[src/rtl/lsu_pkg.sv]
// Shared encodings and decode helpers for the load/store data-memory controller.
package lsu_pkg;

  typedef enum logic [2:0] {
    OP_LB  = 3'd0,
    OP_LH  = 3'd1,
    OP_LW  = 3'd2,
    OP_LBU = 3'd3,
    OP_LHU = 3'd4,
    OP_SB  = 3'd5,
    OP_SH  = 3'd6,
    OP_SW  = 3'd7
  } op_e;

  typedef enum logic [1:0] {
    ST_IDLE   = 2'd0,
    ST_ACCESS = 2'd1,
    ST_MERGE  = 2'd2,
    ST_RESP   = 2'd3
  } state_e;

  function automatic logic is_store(input op_e op);
    return (op == OP_SB) || (op == OP_SH) || (op == OP_SW);
  endfunction

  function automatic logic is_misaligned(input op_e op, input logic [1:0] lane);
    case (op)
      OP_LH, OP_LHU, OP_SH: return lane[0];
      OP_LW, OP_SW:         return |lane;
      default:              return 1'b0;
    endcase
  endfunction

endpackage

[src/rtl/lsu_lane_mux.sv]
// Byte-lane steering: load extract/extend and sub-word store merge (little-endian).
module lsu_lane_mux
  import lsu_pkg::*;
(
  input  logic [2:0]  op,
  input  logic [1:0]  lane,
  input  logic [31:0] word,
  input  logic [31:0] wdata,
  output logic [31:0] load_data,
  output logic [31:0] merged
);

  logic [7:0]  byte_sel;
  logic [15:0] half_sel;

  always_comb begin
    byte_sel = word[7:0];
    case (lane)
      2'd0: byte_sel = word[7:0];
      2'd1: byte_sel = word[15:8];
      2'd2: byte_sel = word[23:16];
      2'd3: byte_sel = word[31:24];
      default: byte_sel = word[7:0];
    endcase
    half_sel = lane[1] ? word[31:16] : word[15:0];

    load_data = word;
    case (op_e'(op))
      OP_LB:   load_data = {{24{byte_sel[7]}}, byte_sel};
      OP_LBU:  load_data = {24'd0, byte_sel};
      OP_LH:   load_data = {{16{half_sel[15]}}, half_sel};
      OP_LHU:  load_data = {16'd0, half_sel};
      default: load_data = word;
    endcase

    merged = word;
    case (op_e'(op))
      OP_SB: begin
        case (lane)
          2'd0: merged[7:0]   = wdata[7:0];
          2'd1: merged[15:8]  = wdata[7:0];
          2'd2: merged[23:16] = wdata[7:0];
          2'd3: merged[31:24] = wdata[7:0];
          default: merged = word;
        endcase
      end
      OP_SH: begin
        if (lane[1]) merged[31:16] = wdata[15:0];
        else         merged[15:0]  = wdata[15:0];
      end
      OP_SW:   merged = wdata;
      default: merged = word;
    endcase
  end

endmodule

[src/rtl/lsu_dm_ctrl.sv]
// MEM-stage load/store initiator for a word-write data memory; sub-word stores use read-modify-write.
// state     | meaning
// ST_IDLE   | ready for a request; decode and error-check it
// ST_ACCESS | memory read (loads, RMW) or whole-word write (SW)
// ST_MERGE  | write back the merged word of an SB/SH
// ST_RESP   | response held until the consumer accepts it
module lsu_dm_ctrl
  import lsu_pkg::*;
#(
  parameter int ADDR_W   = 14,
  parameter int DM_BYTES = 12288
) (
  input  logic              clk,
  input  logic              rst,
  input  logic              req_valid,
  output logic              req_ready,
  input  logic [2:0]        req_op,
  input  logic [ADDR_W-1:0] req_addr,
  input  logic [31:0]       req_wdata,
  output logic              rsp_valid,
  input  logic              rsp_ready,
  output logic [31:0]       rsp_rdata,
  output logic              rsp_err,
  output logic [ADDR_W-1:0] dm_addr,
  output logic [31:0]       dm_din,
  output logic              dm_we,
  input  logic [31:0]       dm_dout
);

  state_e            state, state_nx;
  op_e               op_q, op_nx;
  logic [1:0]        lane_q, lane_nx;
  logic [31:0]       wdata_q, wdata_nx;
  logic [31:0]       rdata_nx;
  logic              err_nx;
  logic              we_nx;
  logic [ADDR_W-1:0] daddr_nx;
  logic [31:0]       din_nx;
  logic              req_err;
  logic [31:0]       load_data;
  logic [31:0]       merged;

  lsu_lane_mux u_lane_mux (
    .op        (op_q),
    .lane      (lane_q),
    .word      (dm_dout),
    .wdata     (wdata_q),
    .load_data (load_data),
    .merged    (merged)
  );

  assign req_ready = (state == ST_IDLE);
  assign rsp_valid = (state == ST_RESP);
  assign req_err   = is_misaligned(op_e'(req_op), req_addr[1:0])
                     || (32'(req_addr) >= 32'(DM_BYTES));

  always_ff @(posedge clk or posedge rst) begin
    if (rst) state <= ST_IDLE;
    else     state <= state_nx;
  end

  always_comb begin
    state_nx = state;
    op_nx    = op_q;
    lane_nx  = lane_q;
    wdata_nx = wdata_q;
    rdata_nx = rsp_rdata;
    err_nx   = rsp_err;
    we_nx    = 1'b0;
    daddr_nx = dm_addr;
    din_nx   = dm_din;
    case (state)
      ST_IDLE: begin
        if (req_valid) begin
          op_nx    = op_e'(req_op);
          lane_nx  = req_addr[1:0];
          wdata_nx = req_wdata;
          rdata_nx = 32'd0;
          err_nx   = req_err;
          if (req_err) begin
            state_nx = ST_RESP;
          end else begin
            state_nx = ST_ACCESS;
            daddr_nx = {req_addr[ADDR_W-1:2], 2'b00};
            // SW needs no read, so its write is armed for the ACCESS cycle
            if (op_e'(req_op) == OP_SW) begin
              we_nx  = 1'b1;
              din_nx = req_wdata;
            end
          end
        end
      end
      ST_ACCESS: begin
        if (!is_store(op_q)) begin
          rdata_nx = load_data;
          state_nx = ST_RESP;
        end else if (op_q == OP_SW) begin
          state_nx = ST_RESP;
        end else begin
          we_nx    = 1'b1;
          din_nx   = merged;
          state_nx = ST_MERGE;
        end
      end
      ST_MERGE: state_nx = ST_RESP;
      ST_RESP:  if (rsp_ready) state_nx = ST_IDLE;
      default:  state_nx = ST_IDLE;
    endcase
  end

  // dm_we comes straight from a flop so it cannot glitch; reset drops it at once
  always_ff @(posedge clk or posedge rst) begin
    if (rst) begin
      op_q      <= OP_LB;
      lane_q    <= 2'd0;
      wdata_q   <= 32'd0;
      rsp_rdata <= 32'd0;
      rsp_err   <= 1'b0;
      dm_we     <= 1'b0;
      dm_addr   <= '0;
      dm_din    <= 32'd0;
    end else begin
      op_q      <= op_nx;
      lane_q    <= lane_nx;
      wdata_q   <= wdata_nx;
      rsp_rdata <= rdata_nx;
      rsp_err   <= err_nx;
      dm_we     <= we_nx;
      dm_addr   <= daddr_nx;
      dm_din    <= din_nx;
    end
  end

endmodule
[config.mk]
export PLATFORM = sky130hd
export DESIGN_NAME = lsu_dm_ctrl
export DESIGN_NICKNAME = d
export VERILOG_FILES = /design/src/rtl/lsu_pkg.sv /design/src/rtl/lsu_lane_mux.sv /design/src/rtl/lsu_dm_ctrl.sv
export SDC_FILE = /design/constraint.sdc
export NUM_CORES = 1
export LEC_CHECK = 0
export ABC_AREA = 0
export CAP_MARGIN = 20
export CORE_UTILIZATION = 40
export DETAILED_ROUTE_END_ITERATION = 7
export PLACE_DENSITY = 0.76
export SETUP_SLACK_MARGIN = 0.05
export SLEW_MARGIN = 30
export SYNTH_ARGS = -nofsm -noshare
export SYNTH_HDL_FRONTEND = slang
export SYNTH_SLANG_ARGS = --single-unit
[constraint.sdc]
create_clock -name clk -period 4.1 [get_ports clk]
set_clock_uncertainty 0.15 [all_clocks]
set_input_delay 0.82 -clock clk [delete_from_list [all_inputs] [get_ports clk]]
set_output_delay 0.82 -clock clk [all_outputs]
set_load 0.005 [all_outputs]
* Word level (Yosys, flattened, before mapping)
Index checks and enable logic that the tools add are counted.
** Storage, ports and cells
- Memories kept :: 0
- Bits in writable memories :: 0
- Latch bits :: 0
- Word-level logic and storage cells :: 82
- Output and inout bits :: 82
- Input bits :: 85
- Bits in registers :: 101
- ROM bits :: 0
** Operators by class
- Eq/ne operators :: 24
- Div/mod/pow operators :: 0
- Bitwise gates (word level) :: 1
- Reductions and logical operators :: 15
- Multiply operators :: 0
- Shifts and indexed selects :: 0
- $add $sub $neg :: 0
- Mux-type cells :: 32
- Magnitude comparators :: 1
** Operator list (number)
- 32-bit 2-to-1 mux :: 7
- 32-bit case mux with 2 select lines :: 3
- 32-bit case mux with 4 select lines :: 1
- 16-bit 2-to-1 mux :: 3
- 8-bit 2-to-1 mux :: 4
- 8-bit case mux with 4 select lines :: 1
- 3-bit == test, second input constant :: 7
- 14-bit greater-or-equal comparator, second input constant :: 1
- 2-bit != test, second input constant :: 5
- 2-bit == test, second input constant :: 4
- 2-bit case mux with 4 select lines :: 1
- 1-bit 2-to-1 mux :: 7
- 3-bit by 1-bit == test with 1-bit output, second input constant :: 2
- 3-bit by 2-bit == test with 1-bit output, second input constant :: 2
- 2-bit 2-to-1 mux :: 3
- 3-bit AND reduction :: 2
- 6-bit AND reduction :: 1
- 2-bit by 1-bit == test with 1-bit output, second input constant :: 2
- 2-bit logical NOT :: 2
- 2-bit by 1-bit != test with 1-bit output, second input constant :: 2
- 1-bit case mux with 2 select lines :: 2
- 2-bit AND reduction :: 2
- 2-bit OR reduction :: 2
- 3-bit logical NOT :: 1
- 4 further kinds :: 6

* Depth between registers and ports, before layout
Gate-level depths: netlist of the first run.
- Word-level depth :: 7
- Depth in mapped cells :: 10
- Gate-level depth less buffers :: 7

* Cells and area by module
Synthesis of the first run repeated with hierarchy kept, for this count alone.
** Second synthesis, totals
- Cells, all modules :: 679
- Area total of the unflattened synthesis :: 7259.5 um2
** Modules (own cells, without submodules)
- lsu_dm_ctrl :: area each 5210.0 um2, instances 1, cells an instance 396, seq. area each 2927.8 um2
- lsu_lane_mux :: area each 2049.5 um2, instances 1, cells an instance 283, seq. area each 0.0 um2

* Worst setup path after synthesis of the first run
No wires, ideal clock.
- Path kind :: in2reg
- Start :: input port req_valid
- End :: register dm_din[0]
- Arrival :: 2.108 ns
- Data required time :: 3.825 ns
- Setup time :: 0.125 ns
- Stages :: 6
- Slack :: 1.717 ns
- Buffers on the path :: 1
- Path through :: nand2b_1 > o21ai_0 > or3_4 > o22ai_4 > buf_12 > mux2_4
** Between the ends
- Longest elaborated chain between the ends :: 2
** RTL lines
- start, declared :: RTL line lsu_dm_ctrl.sv:15 : input logic req_valid,
- 2-bit != test (no source line)
- 6-bit AND reduction (no source line)
- end signal, assigned :: RTL line lsu_dm_ctrl.sv:130 : dm_din <= din_nx;
- end, declared :: RTL line lsu_dm_ctrl.sv:25 : output logic [31:0] dm_din,
No other way between the ends.
A chain may end at the register's enable or synchronous reset.

* Worst setup path in the final report of the first run
- Start :: register state[1]
- End :: register dm_din[16]
** Between the ends
- Longest elaborated chain between the ends :: 3
- Elaborated cells on any way between the ends :: 10
- Those cells by class :: eq/ne (6); mux (1); reduce/logical (3)
** RTL lines
- start, declared :: RTL line lsu_dm_ctrl.sv:30 : state_e state, state_nx;
- start signal, assigned :: RTL line lsu_dm_ctrl.sv:59 : else state <= state_nx;
- 2-bit by 1-bit == test with 1-bit output or 2-bit logical NOT (tied branches) :: RTL line lsu_dm_ctrl.sv:72 : case (state)
- 2-bit != test (no source line) (tied with other cells)
- 6-bit AND reduction (no source line)
Parallel ways exist; a longest one is shown, timed or not.

==> results of run 1 <==
cell type report:
class / instances / area (sq um) / area share, %
multi-input cells: 365 / 2670 / 35.1
repair buffers: 177 / 1760 / 23.2
clock inverters: 7 / 97.6 / 1.29
flip-flops and latches: 101 / 2530 / 33.3
well taps: 176 / 220 / 2.90
inverters: 24 / 92.6 / 1.22
clock buffers: 9 / 225 / 2.97
cells by family (layout without fill, tap and decap cells):
group           Yosys count  count (layout)  synth area share (%)
fa+ha+maj                 3               3                 0.685
mux                      84              84                  17.6
simple gates            118             118                  9.72
xor+xnor                  2               2                 0.320
compound gates          156             156                  20.0
flops                   101             101                  46.1
other cells               1               2                0.0684
buf+inv                  62             217                  5.43
flip-flops by register name, indices dropped and copies added (netlist names):
name,count
dm_addr,12
dm_din,32
dm_we,1
lane_q,2
op_q,3
rsp_err,1
rsp_rdata,32
state,2
wdata_q,16
path summary, 6_finish.rpt:
path                                             end  slack (ns)  cells after the start
hold reg to reg            rsp_rdata[31]$_DFFE_PP0P_        0.33                      2
min in group asynchronous     dm_addr[3]$_DFFE_PP0P_        0.80                      3
setup reg to reg              dm_din[16]$_DFFE_PP0P_        0.84                      7
setup / recovery              dm_din[16]$_DFFE_PP0P_        0.84                      7
hold / removal             rsp_rdata[31]$_DFFE_PP0P_        0.33                      2
max in group asynchronous  rsp_rdata[30]$_DFFE_PP0P_        2.59                      3
cells in the final DEF, fill, tap and decap left out, types with 2 or more instances in the layout:
master,count
mux2i_1,34
or2_2,2
nor3b_2,2
clkinvlp_4,2
nor2b_1,11
a21oi_1,21
mux2_2,35
conb_1,2
clkbuf_16,9
buf_12,2
clkdlybuf4s50_1,164
nand3_1,3
a221o_1,9
nor3_1,5
o21ai_0,45
o31ai_1,11
inv_1,22
mux2_4,14
o21a_1,4
o22ai_1,7
ha_1,3
xor2_1,2
a222oi_1,16
a22oi_1,21
dfrtp_1,101
a32o_1,7
nor2_1,35
buf_4,11
nand2_1,51
nand2b_1,5
a221oi_1,8
bufinv_16,2
routing by layer:
metal / global-route usage (%) / vias to the layer above
met5: 0 / -
met1: 35.2 / 2395
li1: - / 2234
met4: 10.3 / 0
met3: 4.84 / 28
met2: 39.8 / 258
power by group through the flow:
stage | clock, mW | combinational, mW | sequential, mW
finish | 0.930 | 3.06 | 1.90
global route | 0.974 | 3.33 | 1.95
CTS | 0.942 | 3.05 | 1.89
global placement | 0 | 2.97 | 1.89
floorplan | 0 | 1.86 | 1.75
detailed placement | 0 | 3.04 | 1.90
metrics by stage:
stage | instance area [sq um] | util (%) | hold WS (ns) | cells
after floorplan | 5490 | - | 0.323 | 528
after global placement | 7270 | 54.7 | 0.311 | 843
after detailed placement | 7270 | 54.7 | 0.321 | 843
after CTS | 7590 | 57.1 | 0.336 | 859
after global routing | 7590 | 57.1 | 0.357 | 859
final | 7590 | 57.1 | 0.330 | 859
worst max-delay path: stages (launching register included):
cell and delay, ns:
dfrtp_1 0.42, inv_1 0.09, ha_1 0.72, inv_1 0.40
buf_4 0.32, nor3_1 0.69, a222oi_1 0.17, mux2i_1 0.20
==> metrics, run 1 <==
Layout Nets 766; die area 14,200 sq um; GRT overflow 0; EDFF count, synth 0; I/O Buffers 164; htree depth 3; worst hold-check path type flop to flop; core area 13,300 sq um; Yosys Warn Count 0; clk slew on worst S/H paths 0.07 ns; sw frac 39.0%; top cells by area, synth dfrtp_1, mux2_2, mux2i_1; Vias 4,915; post-route ant nets 0; sequential element share of the synthesized area 46.1%; headroom to the max-slew limit 37.7%; first-pass GRT wire length 27.6 mm; CTS buffer count 9; Setup CP Type flop to flop; flops & latches, synth 101; first drt pass iteration count 8; largest net degree at the start of global routing 102; final WL 17.8 mm; Starting Density 41.2%; setup slack after layout 0.843 ns; antenna violations before repair 0; worst slew pin tran 0.935 ns; static leakage 3.14 nW; power consumption 5.89 mW; number of global-route vias before repair 4,869; height of the die 119 um; count leader, synth dfrtp_1; root buffer cell clkbuf_16; dpl hpwl 13.2 mm; I/O pin cnt 167; pre-CTS setup slack 0.904 ns; Gates resized, CTS repair 0; Total GRT Usage 25.7%; net switching power 2.29 mW; Synth cell types 44; min-delay src rsp_rdata[31]$_DFFE_PP0P_; Power Internal 3.60 mW; highest clock rate 307 MHz; outcome complete, no violations; combinational power share 51.9%; crit share post-route 79.4%; unrepaired setup endpoints after global routing no; initial drt markers 495; Main synth FF type dfrtp_1; reg-to-reg startpoint state[1]$_DFFE_PP0P_; Fill cells 1,125; Seq pwr share 32.3%; DRC viols 0; Pwr Density 776 nW/um^2; crit end category flop; total negative setup slack 0 ns; CTS tree built; DR top layer met4; Clock power frac 15.8%; Critical Path Source state[1]$_DFFE_PP0P_; post-cts hold buffer count 0; share of layout cells above drive strength 1 12.7%; WL/cell 20.8 um; cell count after synthesis 527; CP Launch Type flop; CTS Buffer Depth 2; Synth area leader dfrtp_1; Die W 119 um; Area Growth Syn to Fin 38.5%; DR WL met3 1.40 mm; CP max FO 24; count of final max-slew check failures 0; Rows 42; WL met2 8.15 mm; average vias per placed instance 5.72; minimum clock period 3.26 ns; crit path DAT 3.37 ns; Clock Latency Late Sink 0.35 ns; area of the mapped netlist 5480 sq um; asr flop ratio synth 100%; Placer Congestion 0.892; Max VDD drop 0.417 mV; Final Hold Viols 0; setup bufs post-CTS 0; Met1 Routed Length 7.81 mm; top cell types by occurrence after synthesis dfrtp_1, nand2_1, o21ai_0, mux2_2, nor2_1; Data required, critical path 4.22 ns; Final setup viols 0; syn avg cell area 10.4 sq um; Clock Sink Count 101; Yosys top cell area share 46.1%; max-cap check violation count 0; n_diodes 0
Note: power is estimated with default switching activity, not from simulation.
==> run 2, diff against run 1 <==
==> constraint.sdc (replaced) <==
create_clock -name clk -period 3.4 [get_ports clk]
set_clock_uncertainty 0.15 [all_clocks]
set_input_delay 0.68 -clock clk [delete_from_list [all_inputs] [get_ports clk]]
set_output_delay 0.68 -clock clk [all_outputs]
set_load 0.005 [all_outputs]
==> run 2 against run 1 <==
Effect of this change:
- largest cell class unchanged
- sequential share of layout area shrank 0.071 points
- highest routed layer unchanged
- routed wire length shrank 1.5%
- critical path type unchanged
- worst setup slack lost 0.23 ns
- die area is the same
- global-route usage shrank 0.34 points
- sequential power grew 19%
- flip-flop and latch count is the same
- maximum frequency grew 17%
- critical path depth is the same
- register-to-register slack lost 0.23 ns
- combinational power grew 23%
==> metrics, run 2 (synthesized netlist as in run 1, its figures left out) <==
minimum clock period 2.79 ns; average vias per placed instance 5.85; Vias 5,052; clk slew on worst S/H paths 0.07 ns; net switching power 2.78 mW; htree depth 3; crit path DAT 2.91 ns; worst hold-check path type flop to flop; CTS buffer count 9; Top Registers dm_din (32), rsp_rdata (32), wdata_q (16); Max VDD drop 0.446 mV; I/O pin cnt 167; Setup CP Type flop to flop; Gates resized, CTS repair 0; dpl hpwl 12.9 mm; setup slack after layout 0.609 ns; highest clock rate 358 MHz; Placer Congestion 0.883; Power Internal 4.34 mW; Seq pwr share 31.7%; post-cts hold buffer count 0; Final Hold Viols 0; root buffer cell clkbuf_16; Final setup viols 0; crit share post-route 82.1%; most common cell after layout, fill and taps aside clkdlybuf4s50_1; Pwr Density 937 nW/um^2; Layout Nets 770; unrepaired setup endpoints after global routing no; antenna violations before repair 0; count of final max-slew check failures 0; total negative setup slack 0 ns; share of layout cells above drive strength 1 13.2%; crit end category flop; CTS Buffer Depth 2; first-pass GRT wire length 27.6 mm; outcome complete, no violations; largest net degree at the start of global routing 102; Fill cells 1,158; Starting Density 41.2%; CTS tree built; core area 13,300 sq um; Clock Sink Count 101; setup bufs post-CTS 0; commonest cells after routing, fill and taps aside clkdlybuf4s50_1, dfrtp_1, nand2_1; pre-CTS setup slack 0.347 ns; CP max FO 19; first drt pass iteration count 8; static leakage 3.16 nW; combinational power share 52.6%; Total GRT Usage 25.3%; GRT overflow 0; CP Launch Type flop; sw frac 39.1%; Data required, critical path 3.52 ns; area of the multi-input gates 2670 sq um; Rows 42; Area Growth Syn to Fin 38.8%; initial drt markers 426; Clock Latency Late Sink 0.35 ns; I/O Buffers 164; number of global-route vias before repair 5,020; max-cap check violation count 0; Die W 119 um; post-route ant nets 0; Register Area 2530 sq um; Final Util 57.2%; worst slew pin tran 0.931 ns; WL/cell 20.4 um; power consumption 7.13 mW; die area 14,200 sq um; headroom to the max-slew limit 37.5%; final WL 17.6 mm; n_diodes 0; DRC viols 0; height of the die 119 um; Clock power frac 15.7%
[run 2: changes by cell type in the layout (fill, tap and decap cells not counted), sizes merged]
| cell | change |
|---|---|
| buf | +4 |
[run 2: metrics by stage]
stage | hold WS [ns] | cell area, sq um | cells
after floorplan | 0.323 | 5490 | 528
after global placement | 0.313 | 7290 | 847
after detailed placement | 0.319 | 7290 | 847
after CTS | 0.336 | 7610 | 863
after global routing | 0.364 | 7610 | 863
final | 0.331 | 7610 | 863
[run 2: area by class of cell]
type | count | share of cell area, %
clock inverter | 7 | 1.25
timing repair buffer | 181 | 23.4
multi-input combinational | 365 | 35.0
inverter | 24 | 1.23
clock buffer | 9 | 2.96
sequential | 101 | 33.2
tap | 176 | 2.89
[run 2: power by group through the flow]
stage | sequential (mW) | combinational [mW] | clock [mW]
6_report | 2.26 | 3.75 | 1.12
3_3_place_gp | 2.24 | 3.59 | 0
5_1_grt | 2.32 | 4.06 | 1.18
2_1_floorplan | 2.11 | 2.24 | 0
4_1_cts | 2.25 | 3.73 | 1.14
3_5_place_dp | 2.26 | 3.71 | 0
[run 2: per-layer routing]
metal | global-route usage (%) | vias to the layer above | wire length [um] | part of all wire [%]
met3 | 4.74 | 51 | 1540 | 8.8
met5 | 0 | - | 0 | 0
met2 | 39.9 | 307 | 8240 | 47
met4 | 11.9 | 0 | 607 | 3.5
met1 | 33.6 | 2444 | 7190 | 41
li1 | - | 2250 | - | -
[run 2: worst max-delay path, stage by stage (launching register included)]
cell and delay [ns]:
dfrtp_1 0.80, xor2_1 0.26, a21oi_1 0.13, or3_4 0.41
o22ai_4 0.16, buf_4 0.33, buf_4 0.23, mux2i_1 0.21
[run 2: final timing paths]
kind	start	end	slack, ns	cells after the start
max	op_q[1]$_DFFE_PP0P_	dm_din[30]$_DFFE_PP0P_	0.61	7
min	rsp_rdata[17]$_DFFE_PP0P_	rsp_rdata[17]$_DFFE_PP0P_	0.33	2
max reg2reg	op_q[1]$_DFFE_PP0P_	dm_din[30]$_DFFE_PP0P_	0.61	7
min reg2reg	rsp_rdata[17]$_DFFE_PP0P_	rsp_rdata[17]$_DFFE_PP0P_	0.33	2
max in group asynchronous	rst	wdata_q[12]$_DFFE_PP0P_	2.00	3
min in group asynchronous	rst	rsp_rdata[21]$_DFFE_PP0P_	0.68	3
